**config.mk**
```make
export PLATFORM = sky130hd
export DESIGN_NAME = servo_motion_ctrl
export DESIGN_NICKNAME = d
export VERILOG_FILES = /design/src/rtl/servo_motion_ctrl.sv
export SDC_FILE = /design/constraint.sdc
export NUM_CORES = 1
export LEC_CHECK = 0
export ABC_AREA = 1
export BUFFER_PORTS_ARGS = -buffer_cell sky130_fd_sc_hd__buf_2
export CORE_ASPECT_RATIO = 0.5
export CORE_UTILIZATION = 40
export CTS_CLUSTER_SIZE = 20
export DETAILED_ROUTE_END_ITERATION = 7
export PLACE_DENSITY_LB_ADDON = 0.1
export SYNTH_ARGS = -nofsm -noshare
export SYNTH_HDL_FRONTEND = slang
export SYNTH_SLANG_ARGS = --single-unit
```
**constraint.sdc**
```tcl
create_clock -name clk_in -period 6.1 [get_ports clk_in]
set_clock_uncertainty 0.05 [all_clocks]
set_input_delay 0.305 -clock clk_in [delete_from_list [all_inputs] [get_ports clk_in]]
set_output_delay 0.305 -clock clk_in [all_outputs]
set_load 0.05 [all_outputs]
```
**src/rtl/servo_motion_ctrl.sv**
```systemverilog
// Pan/tilt servo sequencer: picks the duty count each pwm samples at its period
// boundary, in centre-hold, slew-limited tracking, or autonomous scan modes.
module servo_motion_ctrl #(
  parameter int DC_MIN       = 100_000,
  parameter int DC_MAX       = 200_000,
  parameter int DC_CENTER    = 150_000,
  parameter int MAX_STEP     = 2_000,
  parameter int SCAN_STEP    = 1_000,
  parameter int LOST_PERIODS = 50
) (
  input  logic        clk_in,
  input  logic        rst_in,
  input  logic [1:0]  mode_in,
  input  logic [20:0] target_x,
  input  logic [20:0] target_y,
  input  logic        target_valid,
  input  logic        ready_x,
  input  logic        ready_y,
  output logic [20:0] dc_x,
  output logic [20:0] dc_y,
  output logic [1:0]  state_out,
  output logic        lost_out
);

  typedef enum logic [1:0] {
    ST_CENTER = 2'b00,
    ST_TRACK  = 2'b01,
    ST_SCAN   = 2'b10,
    ST_LOST   = 2'b11
  } state_t;

  localparam int                CNT_W  = $clog2(LOST_PERIODS + 1);
  localparam logic [20:0]       MIN_V  = 21'(DC_MIN);
  localparam logic [20:0]       MAX_V  = 21'(DC_MAX);
  localparam logic [20:0]       CTR_V  = 21'(DC_CENTER);
  localparam logic signed [21:0] STEP_S = 22'(MAX_STEP);
  localparam logic [21:0]       SCAN_V = 22'(SCAN_STEP);

  state_t             state_reg;
  logic [20:0]        dc_x_reg, dc_y_reg;
  logic [20:0]        latch_x_reg, latch_y_reg;
  logic [CNT_W-1:0]   lost_cnt_reg, lost_cnt_next;
  logic               scan_up_reg;
  logic               lost_reg;
  logic [21:0]        scan_up_sum;
  logic [20:0]        scan_x_next;
  logic               scan_flip;
  logic               lost_hit;

  function automatic logic [20:0] clamp_dc(input logic [20:0] v);
    logic [20:0] r;
    r = v;
    if (v < MIN_V) r = MIN_V;
    else if (v > MAX_V) r = MAX_V;
    return r;
  endfunction

  // Move cur toward tgt by at most MAX_STEP; difference taken signed at 22 bits.
  function automatic logic [20:0] slew(input logic [20:0] cur, input logic [20:0] tgt);
    logic signed [21:0] diff;
    logic signed [21:0] sum;
    diff = $signed({1'b0, tgt}) - $signed({1'b0, cur});
    if (diff > STEP_S) diff = STEP_S;
    else if (diff < -STEP_S) diff = -STEP_S;
    sum = $signed({1'b0, cur}) + diff;
    return sum[20:0];
  endfunction

  always_comb begin
    scan_up_sum = {1'b0, dc_x_reg} + SCAN_V;
    scan_x_next = dc_x_reg;
    scan_flip   = 1'b0;
    if (scan_up_reg) begin
      if (scan_up_sum > {1'b0, MAX_V}) begin
        scan_x_next = MAX_V;
        scan_flip   = 1'b1;
      end else begin
        scan_x_next = scan_up_sum[20:0];
      end
    end else begin
      if ({1'b0, dc_x_reg} < ({1'b0, MIN_V} + SCAN_V)) begin
        scan_x_next = MIN_V;
        scan_flip   = 1'b1;
      end else begin
        scan_x_next = 21'({1'b0, dc_x_reg} - SCAN_V);
      end
    end
  end

  // A fresh detection outranks a ready_x tick when both land in the same cycle.
  always_comb begin
    lost_cnt_next = lost_cnt_reg;
    if (target_valid) lost_cnt_next = '0;
    else if (ready_x) lost_cnt_next = lost_cnt_reg + CNT_W'(1);
    lost_hit = (lost_cnt_next == CNT_W'(LOST_PERIODS));
  end

  always_ff @(posedge clk_in) begin
    if (rst_in) begin
      state_reg    <= ST_CENTER;
      dc_x_reg     <= CTR_V;
      dc_y_reg     <= CTR_V;
      latch_x_reg  <= CTR_V;
      latch_y_reg  <= CTR_V;
      lost_cnt_reg <= '0;
      scan_up_reg  <= 1'b1;
      lost_reg     <= 1'b0;
    end else begin
      if (target_valid) begin
        latch_x_reg <= clamp_dc(target_x);
        latch_y_reg <= clamp_dc(target_y);
      end
      case (state_reg)
        ST_CENTER: begin
          if (ready_x) dc_x_reg <= slew(dc_x_reg, CTR_V);
          if (ready_y) dc_y_reg <= slew(dc_y_reg, CTR_V);
          if (mode_in == 2'b01) begin
            state_reg    <= ST_TRACK;
            lost_cnt_reg <= '0;
          end else if (mode_in == 2'b10) begin
            state_reg <= ST_SCAN;
            lost_reg  <= 1'b0;
          end
        end
        ST_TRACK: begin
          if (ready_x) dc_x_reg <= slew(dc_x_reg, latch_x_reg);
          if (ready_y) dc_y_reg <= slew(dc_y_reg, latch_y_reg);
          lost_cnt_reg <= lost_cnt_next;
          if (mode_in == 2'b00 || mode_in == 2'b11) begin
            state_reg <= ST_CENTER;
          end else if (mode_in == 2'b10) begin
            state_reg <= ST_SCAN;
            lost_reg  <= 1'b0;
          end else if (lost_hit) begin
            state_reg <= ST_LOST;
            lost_reg  <= 1'b1;
          end
        end
        ST_LOST: begin
          // Sweep toward whichever end of travel has more room; ties go up.
          scan_up_reg <= ((MAX_V - dc_x_reg) >= (dc_x_reg - MIN_V));
          state_reg   <= ST_SCAN;
        end
        default: begin
          if (ready_y) dc_y_reg <= slew(dc_y_reg, CTR_V);
          if (ready_x) begin
            dc_x_reg <= scan_x_next;
            if (scan_flip) scan_up_reg <= ~scan_up_reg;
          end
          if (mode_in == 2'b00 || mode_in == 2'b11) begin
            state_reg <= ST_CENTER;
            lost_reg  <= 1'b0;
          end else if (mode_in == 2'b10) begin
            lost_reg <= 1'b0;
          end else if (!lost_reg || target_valid) begin
            // Mode 01: an operator sweep hands straight back to tracking, a
            // timeout sweep waits for the next detection.
            state_reg    <= ST_TRACK;
            lost_cnt_reg <= '0;
            lost_reg     <= 1'b0;
          end
        end
      endcase
    end
  end

  assign dc_x      = dc_x_reg;
  assign dc_y      = dc_y_reg;
  assign state_out = state_reg;
  assign lost_out  = lost_reg;

endmodule

```
==> run summary <==
P&R area growth vs syn -> 9.23%
Post-synthesis sequential area ratio -> 14.0%
Critical-path top delay cell -> dfxtp_1
First-pass GRT wire length -> 76.7 mm
Multi-input gate area -> 10100 um^2
Final #Nets -> 2602
Row count -> 46
CORE AREA -> 32300 um^2
DRC -> 1
Die H -> 131 um
Yosys reg bits -> 94
Fill cells -> 3627
Top_reg_cell synth -> dfxtp_1
Vias in the first global route -> 14313
Vias -> 15375
DIE AREA -> 34300 um^2
Crit path DAT -> 5.67 ns
Setup_tns -> 0 ns
Hold_buf cts -> 0
Syn. warnings -> 0
Status -> finished with violations
Setup Viol. Count Final -> 0
Iter 0 DRT Violations -> 1189
IO buf count -> 93
CTS buffer count -> 9
Clk root buf -> clkbuf_16
Critical Path RT -> 6.27 ns
H-tree Lvls -> 3
Most frequent cells in the layout -> nand2_1, inv_1, nor2_1
HP Class -> input port to flip-flop
Tot GR Track Use -> 28.0%
Max-Cap Viols -> 0
Post-CTS Setup Bufs -> 0
Crit-path max FO -> 11
Final wirelength -> 47.8 mm
PostCTS Resize Cnt -> 0
Crit share post-route -> 90.2%
Hold Slack -> 0.0888 ns
Failing checks -> design-rule violations
CTS tree -> yes
Congestion Overflow GR -> 0
Minimum clock period -> 5.50 ns
Fraction of registers with async set/reset -> 0%
Skew-Pair Late Insertion Delay -> 0.39 ns
Fmax -> 182 MHz
Commonest non-fill, non-tap cell in the layout -> nand2_1
Remaining antenna violation count after routing -> 0
Die X -> 261 um
First-pass DRT Iterations -> 8
Clock sinks -> 94
Most frequent CP cell -> nand2_1
Share of layout cells above drive strength 1 -> 9.31%
Net Count, Synth -> 2525
Routability congestion estimate -> 0.947
Reg area -> 1880 um^2
Via-per-instance ratio -> 5.35
Final Hold Vio Count -> 0
Synthesized cell area -> 13400 um^2
Setup CP Type -> flip-flop to flip-flop
Worst-Margin Slew -> 1.16 ns
Critical Path Sink Type -> flip-flop
Initial antenna violation count -> 1
Slew Viols, Final -> 0
Mapped Cells -> 2357
Post-synth EDFFs -> 0
Mapped Avg Cell Area -> 5.69 um^2
CTS clock-pin slew for the worst setup and hold paths -> 0.09 ns
Initial core utilization -> 41.5%
Startpoint Class -> flip-flop
Slowest stage delay, CP -> 0.61 ns
Slew HR -> 23.0%
Dpl hpwl -> 39.2 mm
Clock buffer depth -> 2
Routed len/inst -> 16.6 um
Post-synthesis cell type count -> 59
Unrepaired setup endpoints after global routing -> no
IO Count -> 94
Largest net degree at the start of global routing -> 56
-- critical path: cells and delay by family, from the launching register on --
kind | cells | cell delay, ns
AOI/OAI and AO/OA | 10 | 2.14
xor gates and xnor gates | 1 | 0.30
adders and majority gates | 3 | 0.97
buffers and inverters | 2 | 0.21
DFF | 1 | 0.61
and+or+nand+nor | 10 | 1.06
-- logic make-up (layout without fill, tap and decap cells) --
kind of cell               Yosys count  in the layout  synth area share [%]
other                                0              1                     0
xor gates and xnor gates            73             73                  4.88
DFF                                 94             94                  14.0
buffers and inverters              358            440                  10.5
adders and majority gates          119            119                  11.3
AOI/OAI and AO/OA                  443            443                  18.2
and+or+nand+nor                   1270           1270                  41.0
-- through the flow --
stage / cells / cell area [um^2] / worst slack (ns) / utilization [%]
2_1_floorplan: 2357 / 13400 / 1.39 / -
3_3_place_gp: 2855 / 14300 / 0.742 / 44.4
3_5_place_dp: 2855 / 14300 / 0.726 / 44.4
4_1_cts: 2871 / 14600 / 0.695 / 45.3
5_1_grt: 2872 / 14600 / 0.0372 / 45.3
6_report: 2872 / 14600 / 0.601 / 45.3
-- worst paths after layout --
path / from / endpoint / slack (ns) / depth (start not counted)
min: target_y[4] / latch_y_reg[4] / 0.09 / 3
max: dc_y[4] / dc_y[14] / 0.60 / 26
min reg2reg: latch_x_reg[20] / latch_x_reg[20] / 0.39 / 2
max reg2reg: dc_y[4] / dc_y[14] / 0.60 / 26
-- cells in the mapped netlist (4+ instances only) --
master	count	area [um^2]
or2_2	10	62.6
nand2_2	23	144
nor4_1	7	43.8
inv_2	20	75.1
nand3_1	172	861
o31ai_1	7	52.6
buf_2	10	50.1
o21ai_0	142	711
buf_4	7	52.6
nor2_2	11	68.8
a21oi_2	4	35.0
a31oi_1	12	75.1
ha_1	115	1440
o21ai_1	12	60.1
nor3_2	4	40.0
a21oi_1	203	1020
a22oi_1	6	45.0
clkinv_1	5	18.8
nand3b_1	11	82.6
nor2_4	4	45.0
o211ai_1	19	143
and2_1	5	31.3
nand3_2	7	70.1
nor2_1	274	1030
inv_1	283	1060
dfxtp_1	94	1880
xor2_1	62	543
fa_1	4	80.1
clkbuf_1	28	105
o21a_1	6	45.0
nor3_1	30	150
xnor2_1	9	78.8
nand4_1	56	350
o21bai_1	9	67.6
nand2_1	650	2440
-- cell type report --
| type | instances | share of cell area, % |
|---|---|---|
| sequential | 94 | 12.9 |
| tap | 432 | 3.69 |
| clock inverter | 7 | 0.530 |
| multi-input combinational | 1905 | 69.1 |
| antenna | 1 | 0.0171 |
| timing repair buffer | 114 | 4.26 |
| clock buffer | 9 | 1.54 |
| inverter | 310 | 7.98 |
-- metal layers --
metal  share of wire (%)  global-route usage (%)
met5                   0                       0
met2                  45                    46.0
met3                 4.7                    3.14
met1                  48                    38.3
met4                 1.9                    7.67
Power is left out: the tool's default activity adds up to more than one toggle a clock period on the data nets, which glitch-free logic cannot reach.
